==> config.mk <==
export PLATFORM = sky130hd
export DESIGN_NAME = uart_loader
export DESIGN_NICKNAME = d
export VERILOG_FILES = /design/src/rtl/uart_loader_pkg.sv /design/src/rtl/serial_rx.sv /design/src/rtl/serial_tx.sv /design/src/rtl/uart_word_packer.sv /design/src/rtl/uart_loader.sv
export SDC_FILE = /design/constraint.sdc
export NUM_CORES = 1
export LEC_CHECK = 0
export ABC_CLOCK_PERIOD_IN_PS = 4500
export CAP_MARGIN = 0
export CORE_UTILIZATION = 59
export CTS_BUF_LIST = sky130_fd_sc_hd__clkbuf_16
export CTS_CLUSTER_DIAMETER = 120
export DETAILED_ROUTE_END_ITERATION = 12
export PLACE_DENSITY = 0.9
export REMOVE_ABC_BUFFERS = 1
export SYNTH_ARGS = -nofsm -noshare
export SYNTH_HDL_FRONTEND = slang
export SYNTH_SLANG_ARGS = --single-unit
==> constraint.sdc <==
create_clock -name CLK -period 4.5 [get_ports CLK]
set_clock_uncertainty 0.05 [all_clocks]
set_input_delay 1.35 -clock CLK [delete_from_list [all_inputs] [get_ports CLK]]
set_output_delay 1.35 -clock CLK [all_outputs]
set_load 0.03 [all_outputs]
==> src/rtl/uart_loader_pkg.sv <==
// Shared types and constants for the UART boot loader / console bridge.
// Holds the loader state enum, section enum, default protocol bytes and helpers.
package uart_loader_pkg;

    typedef enum logic [3:0] {
        S_SYNC, S_LEN, S_PAYLOAD, S_CSUM, S_REPLY,
        S_RUN, S_FETCH, S_SEND, S_END, S_DONE
    } state_t;

    typedef enum logic {SEC_PROG, SEC_DATA} section_t;

    localparam logic [7:0] DEF_SYNC_PROG = 8'h99;
    localparam logic [7:0] DEF_SYNC_DATA = 8'hAA;
    localparam logic [7:0] DEF_ACK_BYTE  = 8'hCC;
    localparam logic [7:0] DEF_NAK_BYTE  = 8'hEE;
    localparam logic [7:0] DEF_END_BYTE  = 8'h55;

    function automatic int bytes_per_word(input int word_w);
        return word_w / 8;
    endfunction

endpackage

==> src/rtl/serial_rx.sv <==
// 8N1 UART receiver, WAIT_DIV clocks per bit, samples mid-bit.
// Ports: clk, rst (sync, active-high), rxd in; data/valid (1-cycle pulse) out.
module serial_rx #(
    parameter int WAIT_DIV = 43
) (
    input  logic       clk,
    input  logic       rst,
    input  logic       rxd,
    output logic [7:0] data,
    output logic       valid
);
    localparam int CW = $clog2(WAIT_DIV + 1);

    logic [1:0]    sync;
    logic          busy;
    logic [CW-1:0] cnt;
    logic [3:0]    idx;
    logic [7:0]    shreg;

    always_ff @(posedge clk) begin
        valid <= 1'b0;
        if (rst) begin
            sync  <= 2'b11;
            busy  <= 1'b0;
            cnt   <= '0;
            idx   <= '0;
            shreg <= '0;
            data  <= '0;
        end else begin
            sync <= {sync[0], rxd};
            if (!busy) begin
                if (!sync[1]) begin
                    busy <= 1'b1;
                    cnt  <= CW'(WAIT_DIV / 2);
                    idx  <= '0;
                end
            end else if (cnt != '0) begin
                cnt <= cnt - 1'b1;
            end else begin
                cnt <= CW'(WAIT_DIV - 1);
                idx <= idx + 1'b1;
                // a start bit that is high again at mid-bit was a glitch
                if (idx == 4'd0 && sync[1]) begin
                    busy <= 1'b0;
                end else if (idx >= 4'd1 && idx <= 4'd8) begin
                    shreg <= {sync[1], shreg[7:1]};
                end else if (idx == 4'd9) begin
                    busy  <= 1'b0;
                    valid <= sync[1];
                    data  <= shreg;
                end
            end
        end
    end
endmodule

==> src/rtl/serial_tx.sv <==
// 8N1 UART transmitter, WAIT_DIV clocks per bit.
// Ports: clk, rst, data/valid in (held until finish); txd, finish (1-cycle) out.
module serial_tx #(
    parameter int WAIT_DIV = 43
) (
    input  logic       clk,
    input  logic       rst,
    input  logic [7:0] data,
    input  logic       valid,
    output logic       txd,
    output logic       finish
);
    localparam int CW = $clog2(WAIT_DIV + 1);

    logic          busy;
    logic [CW-1:0] cnt;
    logic [3:0]    idx;
    logic [8:0]    sh;

    always_ff @(posedge clk) begin
        finish <= 1'b0;
        if (rst) begin
            txd  <= 1'b1;
            busy <= 1'b0;
            cnt  <= '0;
            idx  <= '0;
            sh   <= '0;
        end else if (!busy) begin
            txd <= 1'b1;
            // valid is still high during the finish cycle; do not resend
            if (valid && !finish) begin
                busy <= 1'b1;
                txd  <= 1'b0;
                sh   <= {1'b1, data};
                cnt  <= CW'(WAIT_DIV - 1);
                idx  <= '0;
            end
        end else if (cnt != '0) begin
            cnt <= cnt - 1'b1;
        end else if (idx == 4'd9) begin
            busy   <= 1'b0;
            finish <= 1'b1;
        end else begin
            txd <= sh[0];
            sh  <= {1'b1, sh[8:1]};
            idx <= idx + 1'b1;
            cnt <= CW'(WAIT_DIV - 1);
        end
    end
endmodule

==> src/rtl/uart_word_packer.sv <==
// Assembles little-endian bytes into WORD_W words, emitting a 1-cycle word_valid.
// Ports: clk, rst, clear, byte_valid/byte_data in; last (next byte completes), word_valid, word out.
module uart_word_packer
    import uart_loader_pkg::*;
#(
    parameter int WORD_W = 32
) (
    input  logic              clk,
    input  logic              rst,
    input  logic              clear,
    input  logic              byte_valid,
    input  logic [7:0]        byte_data,
    output logic              last,
    output logic              word_valid,
    output logic [WORD_W-1:0] word
);
    localparam int BPW = bytes_per_word(WORD_W);
    localparam int CW  = (BPW > 1) ? $clog2(BPW) : 1;

    logic [CW-1:0] cnt;

    assign last = (cnt == CW'(BPW - 1));

    always_ff @(posedge clk) begin
        word_valid <= 1'b0;
        if (rst || clear) begin
            cnt  <= '0;
            word <= '0;
        end else if (byte_valid) begin
            // new byte enters at the top so the first byte ends at the LSB
            word <= (word >> 8) | (WORD_W'(byte_data) << (WORD_W - 8));
            cnt  <= last ? '0 : cnt + 1'b1;
            word_valid <= last;
        end
    end
endmodule

==> src/rtl/uart_loader.sv <==
// UART boot loader: loads program/data images with checksum + retry, then bridges core output.
// Ports: CLK, RST, rxd/txd serial; imem_*/dmem_* write ports; core_run/core_halt; fifo_*; done.
module uart_loader
    import uart_loader_pkg::*;
#(
    parameter int         WAIT_DIV  = 43,
    parameter int         WORD_W    = 32,
    parameter int         ADDR_W    = 12,
    parameter logic [7:0] SYNC_PROG = DEF_SYNC_PROG,
    parameter logic [7:0] SYNC_DATA = DEF_SYNC_DATA,
    parameter logic [7:0] ACK_BYTE  = DEF_ACK_BYTE,
    parameter logic [7:0] NAK_BYTE  = DEF_NAK_BYTE,
    parameter logic [7:0] END_BYTE  = DEF_END_BYTE
) (
    input  logic              CLK,
    input  logic              RST,
    input  logic              rxd,
    output logic              txd,
    output logic              imem_we,
    output logic [ADDR_W-1:0] imem_addr,
    output logic [WORD_W-1:0] imem_wdata,
    output logic              dmem_we,
    output logic [ADDR_W-1:0] dmem_addr,
    output logic [WORD_W-1:0] dmem_wdata,
    output logic              core_run,
    input  logic              core_halt,
    input  logic              fifo_empty,
    output logic              fifo_re,
    input  logic [7:0]        fifo_rdata,
    output logic              done
);
    state_t            state;
    section_t          sec;
    logic [7:0]        rx_data;
    logic              rx_valid;
    logic [7:0]        tx_data;
    logic              tx_valid;
    logic              tx_finish;
    logic [7:0]        len_lo;
    logic              len_idx;
    logic [15:0]       words_left;
    logic [7:0]        csum;
    logic              csum_ok;
    logic [ADDR_W-1:0] wr_addr;
    logic              pk_last;
    logic              word_valid;
    logic [WORD_W-1:0] word;

    serial_rx #(.WAIT_DIV(WAIT_DIV)) u_rx (
        .clk(CLK), .rst(RST), .rxd(rxd),
        .data(rx_data), .valid(rx_valid)
    );

    serial_tx #(.WAIT_DIV(WAIT_DIV)) u_tx (
        .clk(CLK), .rst(RST), .data(tx_data), .valid(tx_valid),
        .txd(txd), .finish(tx_finish)
    );

    uart_word_packer #(.WORD_W(WORD_W)) u_pack (
        .clk(CLK), .rst(RST), .clear(state == S_SYNC),
        .byte_valid(rx_valid && state == S_PAYLOAD),
        .byte_data(rx_data), .last(pk_last),
        .word_valid(word_valid), .word(word)
    );

    assign imem_we    = word_valid && (sec == SEC_PROG);
    assign dmem_we    = word_valid && (sec == SEC_DATA);
    assign imem_addr  = wr_addr;
    assign dmem_addr  = wr_addr;
    assign imem_wdata = word;
    assign dmem_wdata = word;

    always_ff @(posedge CLK) begin
        if (RST) begin
            state      <= S_SYNC;
            sec        <= SEC_PROG;
            tx_valid   <= 1'b0;
            tx_data    <= '0;
            len_lo     <= '0;
            len_idx    <= 1'b0;
            words_left <= '0;
            csum       <= '0;
            csum_ok    <= 1'b0;
            wr_addr    <= '0;
            core_run   <= 1'b0;
            fifo_re    <= 1'b0;
            done       <= 1'b0;
        end else begin
            fifo_re <= 1'b0;
            if (word_valid) wr_addr <= wr_addr + 1'b1;
            unique case (state)
                S_SYNC: begin
                    wr_addr <= '0;
                    csum    <= '0;
                    len_idx <= 1'b0;
                    if (!tx_valid) begin
                        tx_valid <= 1'b1;
                        tx_data  <= (sec == SEC_PROG) ? SYNC_PROG : SYNC_DATA;
                    end else if (tx_finish) begin
                        tx_valid <= 1'b0;
                        state    <= S_LEN;
                    end
                end
                S_LEN: if (rx_valid) begin
                    if (!len_idx) begin
                        len_lo  <= rx_data;
                        len_idx <= 1'b1;
                    end else begin
                        words_left <= {rx_data, len_lo};
                        state <= ({rx_data, len_lo} == 16'd0) ? S_CSUM : S_PAYLOAD;
                    end
                end
                S_PAYLOAD: if (rx_valid) begin
                    csum <= csum + rx_data;
                    if (pk_last) begin
                        words_left <= words_left - 1'b1;
                        if (words_left == 16'd1) state <= S_CSUM;
                    end
                end
                S_CSUM: if (rx_valid) begin
                    csum_ok <= (rx_data == csum);
                    state   <= S_REPLY;
                end
                S_REPLY: begin
                    if (!tx_valid) begin
                        tx_valid <= 1'b1;
                        tx_data  <= csum_ok ? ACK_BYTE : NAK_BYTE;
                    end else if (tx_finish) begin
                        tx_valid <= 1'b0;
                        if (!csum_ok) begin
                            state <= S_SYNC;
                        end else if (sec == SEC_PROG) begin
                            sec   <= SEC_DATA;
                            state <= S_SYNC;
                        end else begin
                            core_run <= 1'b1;
                            state    <= S_RUN;
                        end
                    end
                end
                // pending output wins over halt so the FIFO drains first
                S_RUN: begin
                    if (!fifo_empty) begin
                        fifo_re <= 1'b1;
                        state   <= S_FETCH;
                    end else if (core_halt) begin
                        state <= S_END;
                    end
                end
                S_FETCH: state <= S_SEND;
                // first S_SEND cycle is the one where fifo_rdata is valid
                S_SEND: begin
                    if (!tx_valid) begin
                        tx_valid <= 1'b1;
                        tx_data  <= fifo_rdata;
                    end else if (tx_finish) begin
                        tx_valid <= 1'b0;
                        state    <= S_RUN;
                    end
                end
                S_END: begin
                    if (!tx_valid) begin
                        tx_valid <= 1'b1;
                        tx_data  <= END_BYTE;
                    end else if (tx_finish) begin
                        tx_valid <= 1'b0;
                        done     <= 1'b1;
                        state    <= S_DONE;
                    end
                end
                S_DONE: state <= S_DONE;
                default: state <= S_SYNC;
            endcase
        end
    end
endmodule

==> summary.md <==
| Metric | Value |
|---|---|
| Sw frac | a little under a third |
| Fin util | approximately 74% |
| DRC | 0 |
| Critical path capture point type | primary output |
| Logic pwr share | between 10% and 20% |
| Crit path arrival time | 1720 ps |
| Global-route wire length before repair | about 28,000 um |
| Routed WL | about 17,000 um |
| Grt ovf | 0 |
| Clock share of power | between 30 and 40% |
| GPL Wtd Cong | 0.848 |
| Reg2reg path depth | 4 |
| Drt wl/cell | between 15 and 20 um |
| CTS Buffer Depth | 2 |
| Largest net degree at the start of global routing | 48 |
| Worst-Skew Late Latency | 430 ps |
| Flop-to-flop setup slack | 1820 ps |
| Core region area | 11,700 sq um |
| Non-filler cells, final | 1,070 |
| Post-synth top area cell | dfxtp_1 |
| Final net count | 948 |
| Initial antenna violation count | 0 |
| Register bit total from synthesis | 150 |
| Vias | 6,370 |
| Worst path slowest cell | clkdlybuf4s50_1 |
| CTS tree | built |
| Primary FF master, synth | dfxtp_1 |
| Site Rows | 39 |
| Leak | approximately 0.0031 uW |
| Worst Hold Class | flop to flop |
| Post-route setup slack | roughly 1400 ps |
| Routed Antenna Nets | 0 |
| Buf/Inv on CP | 1 |
| Cell area after layout | 8590 sq um |
| Cells along the critical path | nor2b_1 -> clkdlybuf4s50_1 |
| Worst Path Max Fanout | 7 |
| Initial core utilization | 61.6% |
| RSZ-0062 raised after global routing | false |
| Crit-path max cell delay | 670 ps |
| GRT Overall Usage | 27.8% |
| Num CTS Buffers | 17 |
| Post_cts resized | 0 |
| FMAX | roughly 320 MHz |
| Layout cell share with drive strength beyond 1 | between 6 and 7% |
| Placed insts | 1,038 |
| Worst hold path endpoint | u_rx.sync[1]$_SDFF_PP1_ |
| Cell Int Power | approximately 2600 uW |
| Seq/Total Area, Yosys | approximately two fifths |
| Synth Instances | 874 |
| Chip width | roughly 110 um |
| Dpl hpwl | 10,800 um |
| Post-synth top area share | 41.8% |
| Io pins | 107 |
| Most area-consuming cells after synthesis | dfxtp_1 (42%), nand2_1 (6.9%), a21oi_1 (5.9%) |
| RR Startpoint | state[3]$_SDFFE_PP0P_ |
| CP delay by family, top | buffers and inverters |
| Die H | around 110 um |
| # hold bufs at CTS | 0 |
| Cell variety after synth | 59 |
| Tmin final | roughly 3100 ps |
| Initial DRC count | 717 |
| Reg-to-reg endpoint | words_left[13]$_SDFFE_PP0P_ |
| Register share of total power | 41.4% |
| Diode count | 0 |
| Number of synthesized flops with an enable pin | 0 |
| Avg Synthesized Cell Area | between 8 and 9 sq um |
| Setup_tns | 0 ps |
| Post-placement setup slack | 1500 ps |
| Max cap viols | 0 |
| Setup Fix Bufs, Post-CTS | 0 |
| Clk sinks | 150 |
| Worst vdd ir | 317 uV |
| Hold_sp | u_rx.sync[0]$_SDFF_PP1_ |
| Mapped Area | slightly above 7000 sq um |
| Hold path depth | 1 |
| Area Overhead vs Synth | 19.5% |
| Dpl cell area | 7960 sq um |
| # setup viols final | 0 |
| Power per Cell Area | 441 nW/um^2 |
| WS Path Type | flop to primary output |
| Vias in the first global route | 5,971 |
| Worst Setup Start Kind | flop |
| Die area | 12,600 sq um |
| CP required | 3100 ps |
| Yosys warning count | 0 |
| Worst-path clk slew | 60 ps |
| Htree depth | 4 |
| Final hold viol count | 0 |
| Mean number of vias per cell | 5.95 |
| Status | finished clean |
| Final period utilization | 69.3% |
| Worst slew margin | 44.8% |
| Clk root buf | clkbuf_16 |
| Port bufs | 106 |
| Pins over their slew limit | 0 |
| Most frequent cell after synthesis | dfxtp_1 |
| Initial DRT Pass Iterations | 5 |
| Synth async-reset ratio | 0% |
| Worst-margin pin slew | 827 ps |
| Synth cell count leaders | dfxtp_1 (150), nand2_1 (133), nor2_1 (98), a21oi_1 (85), buf_4 (44) |
| # fillers | between 800 and 900 |
| Sw Pwr | 1150 uW |
## power by group through the flow
stage               Sequential (uW)  Clock, uW  Combinational, uW
floorplan                      1560          0                517
global placement               1590          0                670
detailed placement             1590          0                692
CTS                            1560       1510                709
global route                   1580       1580                799
finish                         1570       1500                719
## final cells by class
cell class                      instances  area, sq um  area share (%)
Sequential cell                       150         3000            35.0
Inverter                               15         56.3           0.655
Clock buffer                           17          425            4.95
Tap cell                              143          179            2.08
Clock inverter                         15          203            2.36
Timing Repair Buffer                  114         1120            13.0
Multi-Input combinational cell        616         3610            42.0
## placed cells by master, fill, tap and decap left out, types with 4 or more instances in the layout
master           netlist  final
dfxtp_1              150    150
nand2_1              133    133
clkdlybuf4s50_1        0    105
nor2_1                98     98
a21oi_1               85     85
mux2i_1               35     35
nand3_1               28     28
o21ai_0               22     22
nor3_1                21     21
ha_1                  20     20
clkbuf_16              0     17
a211oi_1              16     16
inv_1                 15     15
xor2_1                12     12
xnor2_1               11     11
nor2b_1                9      9
o31ai_1                9      9
clkinvlp_4             0      8
buf_4                 44      8
nand2b_1               7      7
and3_1                 7      7
o211ai_1               7      7
and2_1                 6      6
nor4_1                 6      6
nand3b_1               6      6
or2_2                  6      6
a21o_1                 5      5
a31oi_1                5      5
a311oi_1               5      5
nand4_1                4      4
or3_1                  4      4
a32o_1                 4      4
o21a_1                 4      4
bufinv_16              0      4
## cell families after synthesis
| logic type | after synthesis | synth area share (%) |
|---|---|---|
| adder cells (fa/ha/maj) | 21 | 3.76 |
| buffers and inverters | 108 | 8.01 |
| AO/OA/AOI/OAI | 182 | 15.8 |
| XOR/XNOR | 23 | 2.80 |
| flip-flops | 150 | 41.8 |
| AND/OR/NAND/NOR | 352 | 22.5 |
| multiplexers | 38 | 5.35 |
## stage by stage
stage,power [uW],hold slack [ps]
final,3790,364
after global routing,3960,397
after CTS,3790,366
after detailed placement,2280,353
after global placement,2260,342
after floorplan,2080,339
## worst reg2reg max path, cell delays in order, from the launching register on
cell and delay (ps):
dfxtp_1 500, or3b_4 510, or4_1 790, or3_1 470, a32o_1 260
## how the worst max path moves through the flow
stage | slack [ps] | from | end | cells after the start
after floorplan | 1450 | state[1]$_SDFFE_PP0P_ | csum[7]$_SDFFE_PP0P_ | 5
after global placement | 1540 | fifo_empty | state[0]$_SDFFE_PP0P_ | 5
after detailed placement | 1500 | fifo_empty | state[0]$_SDFFE_PP0P_ | 5
after CTS | 1370 | u_pack.word_valid$_SDFF_PP0_ | imem_we | 2
after global routing | 1300 | u_pack.word_valid$_SDFF_PP0_ | imem_we | 2
final | 1380 | u_pack.word_valid$_SDFF_PP0_ | imem_we | 2
## registers in the layout, indices dropped and copies added, names as in the netlist, 2 cells and up
signal and count:
u_rx.shreg 8, state 4, u_rx.idx 4, words_left 16, u_pack.word 32, u_rx.cnt 6, u_pack.cnt 2, u_tx.sh 9
tx_data 8, u_tx.idx 4, len_lo 8, dmem_addr 12, u_rx.sync 2, u_rx.data 8, csum 8, u_tx.cnt 6
## per-layer routing
metal | vias up | wire, um | GRT usage [%]
met5 | - | 0 | 0
met4 | 0 | 358 | 12.2
met3 | 43 | 1150 | 7.29
met2 | 274 | 8240 | 45.1
met1 | 2984 | 7390 | 34.9
li1 | 3069 | - | -
(Power assumes the default switching activity.)
